<file path="src/rtl/pipe_mem_arbiter_if.sv">
// pipe_mem_arbiter_if
// Bundles the two requester handshakes (instruction fetch and MEM stage) with
// the single Wishbone classic master bus that they share.
//   master modport : the arbiter side. It takes requests and read data and
//                    drives acks, rdata, bus_err and the wb_*_o bus outputs.
//   slave modport  : the environment side. It drives the requests, wb_dat_i
//                    and wb_ack_i, and observes everything else.
interface pipe_mem_arbiter_if #(
  parameter int ADDR_WIDTH = 32,
  parameter int DATA_WIDTH = 32
);
  // instruction fetch requester
  logic                  if_req;
  logic [ADDR_WIDTH-1:0] if_addr;
  logic                  if_ack;
  logic [DATA_WIDTH-1:0] if_rdata;
  // MEM stage requester
  logic                  mem_req;
  logic                  mem_we;
  logic [ADDR_WIDTH-1:0] mem_addr;
  logic [DATA_WIDTH-1:0] mem_wdata;
  logic [3:0]            mem_sel;
  logic                  mem_ack;
  logic [DATA_WIDTH-1:0] mem_rdata;
  logic                  bus_err;
  // Wishbone classic master bus
  logic                  wb_cyc_o;
  logic                  wb_stb_o;
  logic                  wb_we_o;
  logic [ADDR_WIDTH-1:0] wb_adr_o;
  logic [DATA_WIDTH-1:0] wb_dat_o;
  logic [3:0]            wb_sel_o;
  logic [DATA_WIDTH-1:0] wb_dat_i;
  logic                  wb_ack_i;

  modport master (
    input  if_req, if_addr,
    output if_ack, if_rdata,
    input  mem_req, mem_we, mem_addr, mem_wdata, mem_sel,
    output mem_ack, mem_rdata, bus_err,
    output wb_cyc_o, wb_stb_o, wb_we_o, wb_adr_o, wb_dat_o, wb_sel_o,
    input  wb_dat_i, wb_ack_i
  );

  modport slave (
    output if_req, if_addr,
    input  if_ack, if_rdata,
    output mem_req, mem_we, mem_addr, mem_wdata, mem_sel,
    input  mem_ack, mem_rdata, bus_err,
    input  wb_cyc_o, wb_stb_o, wb_we_o, wb_adr_o, wb_dat_o, wb_sel_o,
    output wb_dat_i, wb_ack_i
  );
endinterface

</file>
<file path="src/rtl/pipe_mem_arbiter.sv">
// pipe_mem_arbiter
// Shares one Wishbone classic master port between instruction fetch (read
// only) and the MEM stage (load/store). Each access runs IDLE -> BUS_x -> DONE.
// A bus access that sees no wb_ack_i for TIMEOUT cycles is aborted, returns
// ERR_DATA and pulses bus_err. The block also derives the pipeline
// freeze/bubble controls from the outstanding requests.
// Ports:
//   clk       : clock, rising edge
//   reset     : asynchronous active-low reset
//   bus       : requester handshakes plus the Wishbone bus (master modport)
//   pc_stall  : hold the PC
//   ifid_fs, idex_fs, exmem_fs, memwb_fs : per pipeline register, [1]=flush,
//               [0]=stall
module pipe_mem_arbiter #(
  parameter int                    ADDR_WIDTH = 32,
  parameter int                    DATA_WIDTH = 32,
  parameter int                    TIMEOUT    = 255,
  parameter logic [DATA_WIDTH-1:0] ERR_DATA   = 32'hDEAD_BEEF
) (
  input  logic                 clk,
  input  logic                 reset,
  pipe_mem_arbiter_if.master   bus,
  output logic                 pc_stall,
  output logic [1:0]           ifid_fs,
  output logic [1:0]           idex_fs,
  output logic [1:0]           exmem_fs,
  output logic [1:0]           memwb_fs
);

  typedef enum logic [1:0] {
    ST_IDLE    = 2'd0,
    ST_BUS_IF  = 2'd1,
    ST_BUS_MEM = 2'd2,
    ST_DONE    = 2'd3
  } state_t;

  // The bus-cycle counter is 16 bits wide so it covers the full TIMEOUT range.
  localparam logic [15:0] TIMEOUT_LIM = 16'(TIMEOUT);

  state_t                state_r;
  logic [15:0]           cnt_r;
  logic                  cyc_r;
  logic                  we_r;
  logic [ADDR_WIDTH-1:0] adr_r;
  logic [DATA_WIDTH-1:0] dat_r;
  logic [3:0]            sel_r;
  logic                  if_ack_r;
  logic [DATA_WIDTH-1:0] if_rdata_r;
  logic                  mem_ack_r;
  logic [DATA_WIDTH-1:0] mem_rdata_r;
  logic                  bus_err_r;

  logic                  mem_busy_s;
  logic                  if_busy_s;
  logic                  pc_stall_s;
  logic [1:0]            ifid_fs_s;
  logic [1:0]            idex_fs_s;
  logic [1:0]            exmem_fs_s;
  logic [1:0]            memwb_fs_s;

  // Arbitration FSM, bus sequencing, timeout and all registered outputs.
  always_ff @(posedge clk or negedge reset) begin
    if (!reset) begin
      state_r     <= ST_IDLE;
      cnt_r       <= 16'd0;
      cyc_r       <= 1'b0;
      we_r        <= 1'b0;
      adr_r       <= '0;
      dat_r       <= '0;
      sel_r       <= 4'd0;
      if_ack_r    <= 1'b0;
      if_rdata_r  <= '0;
      mem_ack_r   <= 1'b0;
      mem_rdata_r <= '0;
      bus_err_r   <= 1'b0;
    end else begin
      // Acks and bus_err are single-cycle pulses, set only on entry to DONE.
      if_ack_r  <= 1'b0;
      mem_ack_r <= 1'b0;
      bus_err_r <= 1'b0;
      case (state_r)
        ST_IDLE: begin
          cnt_r <= 16'd0;
          // MEM has priority; a waiting fetch is picked up on the next IDLE.
          if (bus.mem_req) begin
            cyc_r   <= 1'b1;
            we_r    <= bus.mem_we;
            adr_r   <= bus.mem_addr;
            dat_r   <= bus.mem_wdata;
            sel_r   <= bus.mem_sel;
            state_r <= ST_BUS_MEM;
          end else if (bus.if_req) begin
            cyc_r   <= 1'b1;
            we_r    <= 1'b0;
            adr_r   <= bus.if_addr;
            sel_r   <= 4'hF;
            state_r <= ST_BUS_IF;
          end else begin
            state_r <= ST_IDLE;
          end
        end
        ST_BUS_IF, ST_BUS_MEM: begin
          // An ack in the final allowed cycle wins over the timeout.
          if (bus.wb_ack_i) begin
            cyc_r   <= 1'b0;
            state_r <= ST_DONE;
            if (state_r == ST_BUS_IF) begin
              if_rdata_r <= bus.wb_dat_i;
              if_ack_r   <= 1'b1;
            end else begin
              if (!we_r) begin
                mem_rdata_r <= bus.wb_dat_i;
              end else begin
                mem_rdata_r <= mem_rdata_r;
              end
              mem_ack_r <= 1'b1;
            end
          end else if ((cnt_r + 16'd1) == TIMEOUT_LIM) begin
            cyc_r     <= 1'b0;
            bus_err_r <= 1'b1;
            state_r   <= ST_DONE;
            if (state_r == ST_BUS_IF) begin
              if_rdata_r <= ERR_DATA;
              if_ack_r   <= 1'b1;
            end else begin
              if (!we_r) begin
                mem_rdata_r <= ERR_DATA;
              end else begin
                mem_rdata_r <= mem_rdata_r;
              end
              mem_ack_r <= 1'b1;
            end
          end else begin
            cnt_r <= cnt_r + 16'd1;
          end
        end
        ST_DONE: begin
          // Requests are deliberately ignored here: the requester is still
          // dropping or changing its request on this edge.
          cnt_r   <= 16'd0;
          state_r <= ST_IDLE;
        end
        default: begin
          cyc_r   <= 1'b0;
          cnt_r   <= 16'd0;
          state_r <= ST_IDLE;
        end
      endcase
    end
  end

  // Pipeline freeze/bubble control from the live requests and their acks.
  always_comb begin
    mem_busy_s = bus.mem_req & ~mem_ack_r;
    if_busy_s  = bus.if_req & ~if_ack_r;
    pc_stall_s = 1'b0;
    ifid_fs_s  = 2'b00;
    idex_fs_s  = 2'b00;
    exmem_fs_s = 2'b00;
    memwb_fs_s = 2'b00;
    if (mem_busy_s) begin
      // Freeze IF..MEM, feed bubbles into WB.
      pc_stall_s = 1'b1;
      ifid_fs_s  = 2'b01;
      idex_fs_s  = 2'b01;
      exmem_fs_s = 2'b01;
      memwb_fs_s = 2'b10;
    end else if (if_busy_s) begin
      // Hold the PC, bubble into ID, let the rest of the pipe drain.
      pc_stall_s = 1'b1;
      ifid_fs_s  = 2'b10;
    end else begin
      pc_stall_s = 1'b0;
      ifid_fs_s  = 2'b00;
    end
  end

  assign bus.wb_cyc_o  = cyc_r;
  assign bus.wb_stb_o  = cyc_r;
  assign bus.wb_we_o   = we_r;
  assign bus.wb_adr_o  = adr_r;
  assign bus.wb_dat_o  = dat_r;
  assign bus.wb_sel_o  = sel_r;
  assign bus.if_ack    = if_ack_r;
  assign bus.if_rdata  = if_rdata_r;
  assign bus.mem_ack   = mem_ack_r;
  assign bus.mem_rdata = mem_rdata_r;
  assign bus.bus_err   = bus_err_r;

  assign pc_stall = pc_stall_s;
  assign ifid_fs  = ifid_fs_s;
  assign idex_fs  = idex_fs_s;
  assign exmem_fs = exmem_fs_s;
  assign memwb_fs = memwb_fs_s;

endmodule

</file>
<file path="src/flat_wrapper.sv">
// flat-port wrapper written by rule: the top's interface ports become plain ports
module pipe_mem_arbiter_flat 
#(
  parameter int                    ADDR_WIDTH = 32,
  parameter int                    DATA_WIDTH = 32,
  parameter int                    TIMEOUT    = 255,
  parameter logic [DATA_WIDTH-1:0] ERR_DATA   = 32'hDEAD_BEEF
)
  (clk, reset, pc_stall, ifid_fs, idex_fs, exmem_fs, memwb_fs, bus_if_req, bus_if_addr, bus_if_ack, bus_if_rdata, bus_mem_req, bus_mem_we, bus_mem_addr, bus_mem_wdata, bus_mem_sel, bus_mem_ack, bus_mem_rdata, bus_bus_err, bus_wb_cyc_o, bus_wb_stb_o, bus_wb_we_o, bus_wb_adr_o, bus_wb_dat_o, bus_wb_sel_o, bus_wb_dat_i, bus_wb_ack_i);
  pipe_mem_arbiter_if #(.ADDR_WIDTH(ADDR_WIDTH), .DATA_WIDTH(DATA_WIDTH)) bus_i ();
  input  logic clk;
  input  logic reset;
  output logic pc_stall;
  output logic [1:0] ifid_fs;
  output logic [1:0] idex_fs;
  output logic [1:0] exmem_fs;
  output logic [1:0] memwb_fs;
  input wire logic [$bits(bus_i.if_req)-1:0] bus_if_req;
  input wire logic [$bits(bus_i.if_addr)-1:0] bus_if_addr;
  output wire logic [$bits(bus_i.if_ack)-1:0] bus_if_ack;
  output wire logic [$bits(bus_i.if_rdata)-1:0] bus_if_rdata;
  input wire logic [$bits(bus_i.mem_req)-1:0] bus_mem_req;
  input wire logic [$bits(bus_i.mem_we)-1:0] bus_mem_we;
  input wire logic [$bits(bus_i.mem_addr)-1:0] bus_mem_addr;
  input wire logic [$bits(bus_i.mem_wdata)-1:0] bus_mem_wdata;
  input wire logic [$bits(bus_i.mem_sel)-1:0] bus_mem_sel;
  output wire logic [$bits(bus_i.mem_ack)-1:0] bus_mem_ack;
  output wire logic [$bits(bus_i.mem_rdata)-1:0] bus_mem_rdata;
  output wire logic [$bits(bus_i.bus_err)-1:0] bus_bus_err;
  output wire logic [$bits(bus_i.wb_cyc_o)-1:0] bus_wb_cyc_o;
  output wire logic [$bits(bus_i.wb_stb_o)-1:0] bus_wb_stb_o;
  output wire logic [$bits(bus_i.wb_we_o)-1:0] bus_wb_we_o;
  output wire logic [$bits(bus_i.wb_adr_o)-1:0] bus_wb_adr_o;
  output wire logic [$bits(bus_i.wb_dat_o)-1:0] bus_wb_dat_o;
  output wire logic [$bits(bus_i.wb_sel_o)-1:0] bus_wb_sel_o;
  input wire logic [$bits(bus_i.wb_dat_i)-1:0] bus_wb_dat_i;
  input wire logic [$bits(bus_i.wb_ack_i)-1:0] bus_wb_ack_i;
  assign bus_i.if_req = bus_if_req;
  assign bus_i.if_addr = bus_if_addr;
  assign bus_if_ack = bus_i.if_ack;
  assign bus_if_rdata = bus_i.if_rdata;
  assign bus_i.mem_req = bus_mem_req;
  assign bus_i.mem_we = bus_mem_we;
  assign bus_i.mem_addr = bus_mem_addr;
  assign bus_i.mem_wdata = bus_mem_wdata;
  assign bus_i.mem_sel = bus_mem_sel;
  assign bus_mem_ack = bus_i.mem_ack;
  assign bus_mem_rdata = bus_i.mem_rdata;
  assign bus_bus_err = bus_i.bus_err;
  assign bus_wb_cyc_o = bus_i.wb_cyc_o;
  assign bus_wb_stb_o = bus_i.wb_stb_o;
  assign bus_wb_we_o = bus_i.wb_we_o;
  assign bus_wb_adr_o = bus_i.wb_adr_o;
  assign bus_wb_dat_o = bus_i.wb_dat_o;
  assign bus_wb_sel_o = bus_i.wb_sel_o;
  assign bus_i.wb_dat_i = bus_wb_dat_i;
  assign bus_i.wb_ack_i = bus_wb_ack_i;
  pipe_mem_arbiter #(.ADDR_WIDTH(ADDR_WIDTH), .DATA_WIDTH(DATA_WIDTH), .TIMEOUT(TIMEOUT), .ERR_DATA(ERR_DATA)) u_core (.clk(clk), .reset(reset), .bus(bus_i), .pc_stall(pc_stall), .ifid_fs(ifid_fs), .idex_fs(idex_fs), .exmem_fs(exmem_fs), .memwb_fs(memwb_fs));
endmodule
</file>
<file path="config.mk">
export PLATFORM = sky130hd
export DESIGN_NAME = pipe_mem_arbiter_flat
export DESIGN_NICKNAME = d
export VERILOG_FILES = /design/src/rtl/pipe_mem_arbiter_if.sv /design/src/rtl/pipe_mem_arbiter.sv /design/src/flat_wrapper.sv
export SDC_FILE = /design/constraint.sdc
export NUM_CORES = 1
export LEC_CHECK = 0
export ABC_AREA = 1
export CAP_MARGIN = 30
export CELL_PAD_IN_SITES_DETAIL_PLACEMENT = 1
export CELL_PAD_IN_SITES_GLOBAL_PLACEMENT = 1
export CORE_UTILIZATION = 25
export CTS_BUF_LIST = sky130_fd_sc_hd__clkbuf_2
export DETAILED_ROUTE_END_ITERATION = 8
export PLACE_DENSITY_LB_ADDON = 0.15
export REMOVE_ABC_BUFFERS = 1
export SLEW_MARGIN = 20
export SYNTH_ARGS = -nofsm -noshare
export SYNTH_HDL_FRONTEND = slang
export SYNTH_SLANG_ARGS = --single-unit
</file>
<file path="constraint.sdc">
create_clock -name clk -period 2.2 [get_ports clk]
set_clock_uncertainty 0.1 [all_clocks]
set_input_delay 0.44 -clock clk [delete_from_list [all_inputs] [get_ports clk]]
set_output_delay 0.44 -clock clk [all_outputs]
set_load 0.05 [all_outputs]
</file>
# Word level (Yosys, flattened, before mapping)
# Index checks and enable logic that the tools add are counted.
dict set report word_totals {
  reg_bits 155
  input_bits 138
  out_inout_bits 147
}
dict set report op_classes {
  addsub 1
  eq_ne 8
  n_mux 46
  bitwise 6
  n_reduce_logical 12
}
# operator n
set ops {}
lappend ops {{two-way mux 32 bit} 12}
lappend ops {{two-way mux 16 bit} 2}
lappend ops {{one-hot mux 16 bit (2 select lines)} 1}
lappend ops {{two-way mux 1 bit} 21}
lappend ops {{adder 16 x 1 -> 16 bit (second input constant)} 1}
lappend ops {{== test 16 x 8 -> 1 bit (second input constant)} 1}
lappend ops {{two-way mux 2 bit} 6}
lappend ops {{two-way mux 4 bit} 2}
lappend ops {{one-hot mux 2 bit (3 select lines)} 1}
lappend ops {{AND reduction 2 bit} 3}
lappend ops {{AND reduction 3 bit} 2}
lappend ops {{nonzero test 2 bit} 3}
lappend ops {{== test 2 bit (second input constant)} 2}
lappend ops {{!= test 2 bit (second input constant)} 2}
lappend ops {{NOT 1 bit} 4}
lappend ops {{AND reduction 4 bit} 1}
lappend ops {{OR reduction 2 bit} 2}
lappend ops {{!= test 3 x 2 -> 1 bit (second input constant)} 1}
lappend ops {{!= test 3 bit (second input constant)} 1}
lappend ops {{bitwise AND 1 bit} 2}
lappend ops {{== test 2 x 1 -> 1 bit (second input constant)} 1}
lappend ops {{logical NOT 2 bit} 1}
lappend ops {{one-hot mux 1 bit (2 select lines)} 1}

# Logic depth before layout (Yosys ltp)
dict set report logic_depth {
  depth_word 5
  ltp_mapped 15
  depth_no_buf 15
}

# Worst setup path after synthesis
# No wires, ideal clock.
dict set report synth_path {
  kind {register to output}
  startpoint {register u_core.mem_ack_r, in the netlist u_core.bus.mem_ack}
  endpoint {output port ifid_fs[1]}
  arrival_time_ns 1.872
  required_ns 1.660
  slack_ns -0.212
  stages_incl_launch_ff 3
  path_cell_list {dfrtp_1 nor2_1 nor3_1}
}
dict set report synth_between {
  elab_chain_len 3
}
# element line_no
set synth_lines {}
lappend synth_lines {{from (decl)} pipe_mem_arbiter.sv:49} ;# logic mem_ack_r;
lappend synth_lines {{from (signal assigned)} pipe_mem_arbiter.sv:73} ;# mem_ack_r <= 1'b0;
lappend synth_lines {{from (signal assigned)} pipe_mem_arbiter.sv:79} ;# mem_ack_r <= 1'b0;
lappend synth_lines {{from (signal assigned)} pipe_mem_arbiter.sv:116} ;# mem_ack_r <= 1'b1;
lappend synth_lines {{NOT 1 bit} pipe_mem_arbiter.sv:154} ;# mem_busy_s = bus.mem_req & ~mem_ack_r;
lappend synth_lines {{bitwise AND 1 bit} pipe_mem_arbiter.sv:154}
lappend synth_lines {{named net u_core.mem_busy_s} pipe_mem_arbiter.sv:53} ;# logic mem_busy_s;
lappend synth_lines {{two-way mux 2 bit} pipe_mem_arbiter.sv:161} ;# if (mem_busy_s) begin
lappend synth_lines {{to (decl)} flat_wrapper.sv:14} ;# output logic [1:0] ifid_fs;
# The timed path passes the listed nets, and every way through them passes these cells.

# Worst setup path in the final report
dict set report layout_path {
  startpoint {register u_core.cnt_r[0]}
  endpoint {register u_core.if_rdata_r[23], in the netlist u_core.bus.if_rdata[23]}
}
dict set report layout_between {
  elab_chain_len 4
}
# element line_no
set layout_lines {}
lappend layout_lines {{from (decl)} pipe_mem_arbiter.sv:41} ;# logic [15:0] cnt_r;
lappend layout_lines {{from (signal assigned)} pipe_mem_arbiter.sv:134} ;# cnt_r <= cnt_r + 16'd1;
lappend layout_lines {{adder 16 x 1 -> 16 bit} pipe_mem_arbiter.sv:118} ;# end else if ((cnt_r + 16'd1) == TIMEOUT_LIM) begin
lappend layout_lines {{== test 16 x 8 -> 1 bit} pipe_mem_arbiter.sv:118}
lappend layout_lines {{nonzero test 2 bit (no source line)} n/a}
lappend layout_lines {{AND reduction 3 bit (no source line)} n/a}
lappend layout_lines {{to (signal assigned)} pipe_mem_arbiter.sv:108} ;# if_rdata_r <= bus.wb_dat_i;
lappend layout_lines {{to (decl)} pipe_mem_arbiter.sv:48} ;# logic [DATA_WIDTH-1:0] if_rdata_r;
# No other way between the ends.
# A chain may end at the register's enable or synchronous reset.

==> results.yml <==
synthesis:
  synth-seq-area-share_pct: 53.9
  ys_ff_latch: 155
  synthFlopType: "dfrtp_1"
  avgSynthCellArea_um2: 8.23
  async_reset_ff_share_pct: 100
  synthAdderAreaFrac_pct: 0.696
  muxShareOfSynthArea_pct: 0
  syn_area_um2: 7190
  ys.warnings.count: 0
  synth-simple-area-share_pct: 34.6
  synthCells: 874
  synth_top_family_by_area: "simple AND/OR/NAND/NOR gates"
  synth-compound-area-share_pct: 3.90
  yosysTopAreaCell: "dfrtp_1"
  synth_edf_count: 0
  synthTopCellsByArea: "dfrtp_1 54%, nand2_1 19%, nand4_1 6.0%"
  synth-xor-area-share_pct: 0.244
  yosysTopAreaCellShare_pct: 53.9
  synth.most_common_cell: "nand2_1"
  ys_top_cells_by_count: "371 x nand2_1, 155 x dfrtp_1, 69 x nand4_1"
  synth.distinct_cells: 30
pwr:
  power.density_nw_per_um2: 1550
  comb_power_share_pct: 62.4
  ir_drop_uv: 621
  p_int_uw: 7500
  p_switching_uw: 10000
  power_frac_seq_pct: 28.0
  switching_share_pct: 57.3
  p_clk_share_pct: 9.6
  p_leak_uw: 0.00543
routing:
  ant_nets: 0
  drc: 0
  drt-total-wl_um: 28300
  drt_iter0_markers: 383
  wire_per_inst_um: 17.9
  vias: 7217
  via_per_inst: 4.56
  dr.pass1.iters: 4
timing:
  finalSetupTns_ns: -8.89
  hold_viol_final: 0
  max_freq_ghz: 0.420
  slew_violations: 0
  setup_viol: 88
  final.min_clock_period_ns: 2.38
  rsz0062_at_grt: "yes"
  fin_crit_sh_pct: 108
  worst_slack_ns: -0.180
clocking:
  cts.sinks: 155
  clk_latency_ns: 0.74
  h-tree-depth: 4
  tritoncts: "done"
  path_clk_slew_ns: 0.30
  cts_buffer_depth: 2
  numCtsBuffers: 17
  root_buffer: "clkbuf_2"
worst_setup_path:
  cp-end-kind: "flop"
  worstSetupStartpointType: "flop"
  crit_fanout: 8
  cp.required_ns: 2.74
  cp.arrival_ns: 2.92
  path_class: "flop to flop"
layout:
  drive_gt1_share_pct: 29.8
  nets: 1331
  fin_cells: 1581
  syn_to_final_growth_pct: 57.3
  fin_area_um2: 11300
floorplan:
  core_um2: 28000
  die_h_um: 172
  initial_core_util_pct: 25.7
  rows: 61
  design.die.area_um2: 29500
  io_pins: 285
  die_w_um: 172
placement:
  port_buffers: 281
  place_congestion: 0.812
  dpl-instance-area_um2: 10700
  dp_hpwl_um: 19700
  placed_cells: 1521
job:
  cap_violations: 0
global_route:
  grt_max_degree: 44
  antenna_found_initial: 3
  grt_overflow: 0
  grt_pass1_vias: 7270
  gr-usage-all-layers_pct: 18.7
  grt_pass1_wl_um: 42100
status:
  violations: "negative setup slack"
  status: "finished with violations"
worst_hold_path:
  hold_path.class: "input port to flop"
worst max-delay path, cell delays in order (launching register included):
cell and delay [ns]:
dfrtp_1 0.48, ha_4 0.19, nand3_4 0.09, buf_6 0.13, xor2_2 0.14, nor2_2 0.14
nand3_1 0.08, nor2_1 0.13, nand3_2 0.16, nand2_8 0.14, nand3_4 0.17, buf_12 0.22
nand2_2 0.05, nand2_1 0.04
layout by cell type (no fill, tap or decap), types with 15 or more instances in the layout:
| cell | count |
|---|---|
| inv_1 | 26 |
| clkbuf_2 | 18 |
| buf_12 | 19 |
| clkdlybuf4s50_1 | 136 |
| clkdlybuf4s15_2 | 26 |
| nand2_2 | 43 |
| or2_2 | 24 |
| dfrtp_1 | 153 |
| nand4_1 | 69 |
| a31oi_1 | 32 |
| buf_2 | 93 |
| buf_4 | 49 |
| dlygate4sd3_1 | 15 |
| nor2_1 | 45 |
| nand3_1 | 25 |
| nand2_1 | 317 |
stage by stage:
step / util (%) / hold WS [ns] / total power, µW / setup slack, ns
after floorplan: - / 0.0444 / 11300 / -2.94
after global placement: 38.2 / 0.243 / 16200 / -0.0893
after detailed placement: 38.2 / 0.245 / 16300 / -0.169
after CTS: 40.8 / 0.00265 / 17900 / -0.122
after global routing: 40.4 / 0.00449 / 18600 / -0.319
final: 40.4 / 0.101 / 17500 / -0.180
cells by family (layout without fill, tap and decap cells):
family | Yosys count | in the layout
AND/OR/NAND/NOR | 571 | 571
flip-flops | 155 | 155
buffers and inverters | 98 | 424
AO/OA/AOI/OAI | 43 | 43
adder cells (fa/ha/maj) | 4 | 4
XOR/XNOR | 2 | 2
other | 1 | 4
layout make-up:
cell class                      instances  area (µm²)
Multi-Input combinational cell        623        3240
Clock buffer                           18        90.1
Inverter                               31         134
Clock inverter                         14         151
Antenna cell                            1        2.50
Sequential cell                       155        3880
Timing Repair Buffer                  360        3330
Fill cell                            3376       16700
Timing Repair inverter                  1        11.3
Tap cell                              378         473
what timing repair did:
action	in CTS	in global routing
buffers inserted	4	2
setup endpoints to repair	215	181
hold endpoints to repair	156	17
gates resized for setup	443	256
gates cloned	3	2
hold buffers	3	13
pin swaps	28	12
registers in the layout (all words and copies together), names as in the netlist:
name                  flops
u_core.bus.wb_adr_o      32
u_core.bus.mem_rdata     32
u_core.bus.wb_dat_o      32
u_core.bus.wb_sel_o       4
u_core.bus.wb_we_o        1
u_core.state_r            2
u_core.bus.if_ack         1
u_core.bus.wb_cyc_o       1
u_core.bus.mem_ack        1
u_core.cnt_r             16
u_core.bus.if_rdata      32
u_core.bus.bus_err        1
path summary, 6_finish.rpt:
path | endpoint | slack, ns | cells past startpoint | from
setup / recovery | u_core.bus.if_rdata[23] | -0.18 | 13 | u_core.cnt_r[0]
hold / removal | u_core.bus.wb_dat_o[24] | 0.10 | 3 | bus_mem_wdata[24]
setup reg to reg | u_core.bus.if_rdata[23] | -0.18 | 13 | u_core.cnt_r[0]
hold reg to reg | u_core.bus.wb_dat_o[30] | 0.41 | 2 | u_core.bus.wb_dat_o[30]
max in group asynchronous | u_core.bus.wb_sel_o[3] | 0.96 | 4 | reset
min in group asynchronous | u_core.bus.mem_rdata[4] | 0.62 | 4 | reset
layer usage:
layer / wire [µm] / share of wire (%) / global-route usage, % / vias to the layer above
li1: - / - / - / 3466
met1: 12400 / 44 / 23.6 / 3528
met2: 13100 / 46 / 30.7 / 207
met3: 2600 / 9.2 / 6.70 / 14
met4: 166 / 0.59 / 3.38 / 2
met5: 13 / 0.046 / 0 / -
power groups by stage:
stage                     logic (µW)  clock network, µW  registers [µW]
final                          10900               1680            4910
after CTS                      11300               1760            4880
after global routing           11600               1880            5080
after global placement         11300                  0            4900
after floorplan                 2280                  0            9030
after detailed placement       11400                  0            4920
No activity file was read; power rests on OpenSTA's default activity.
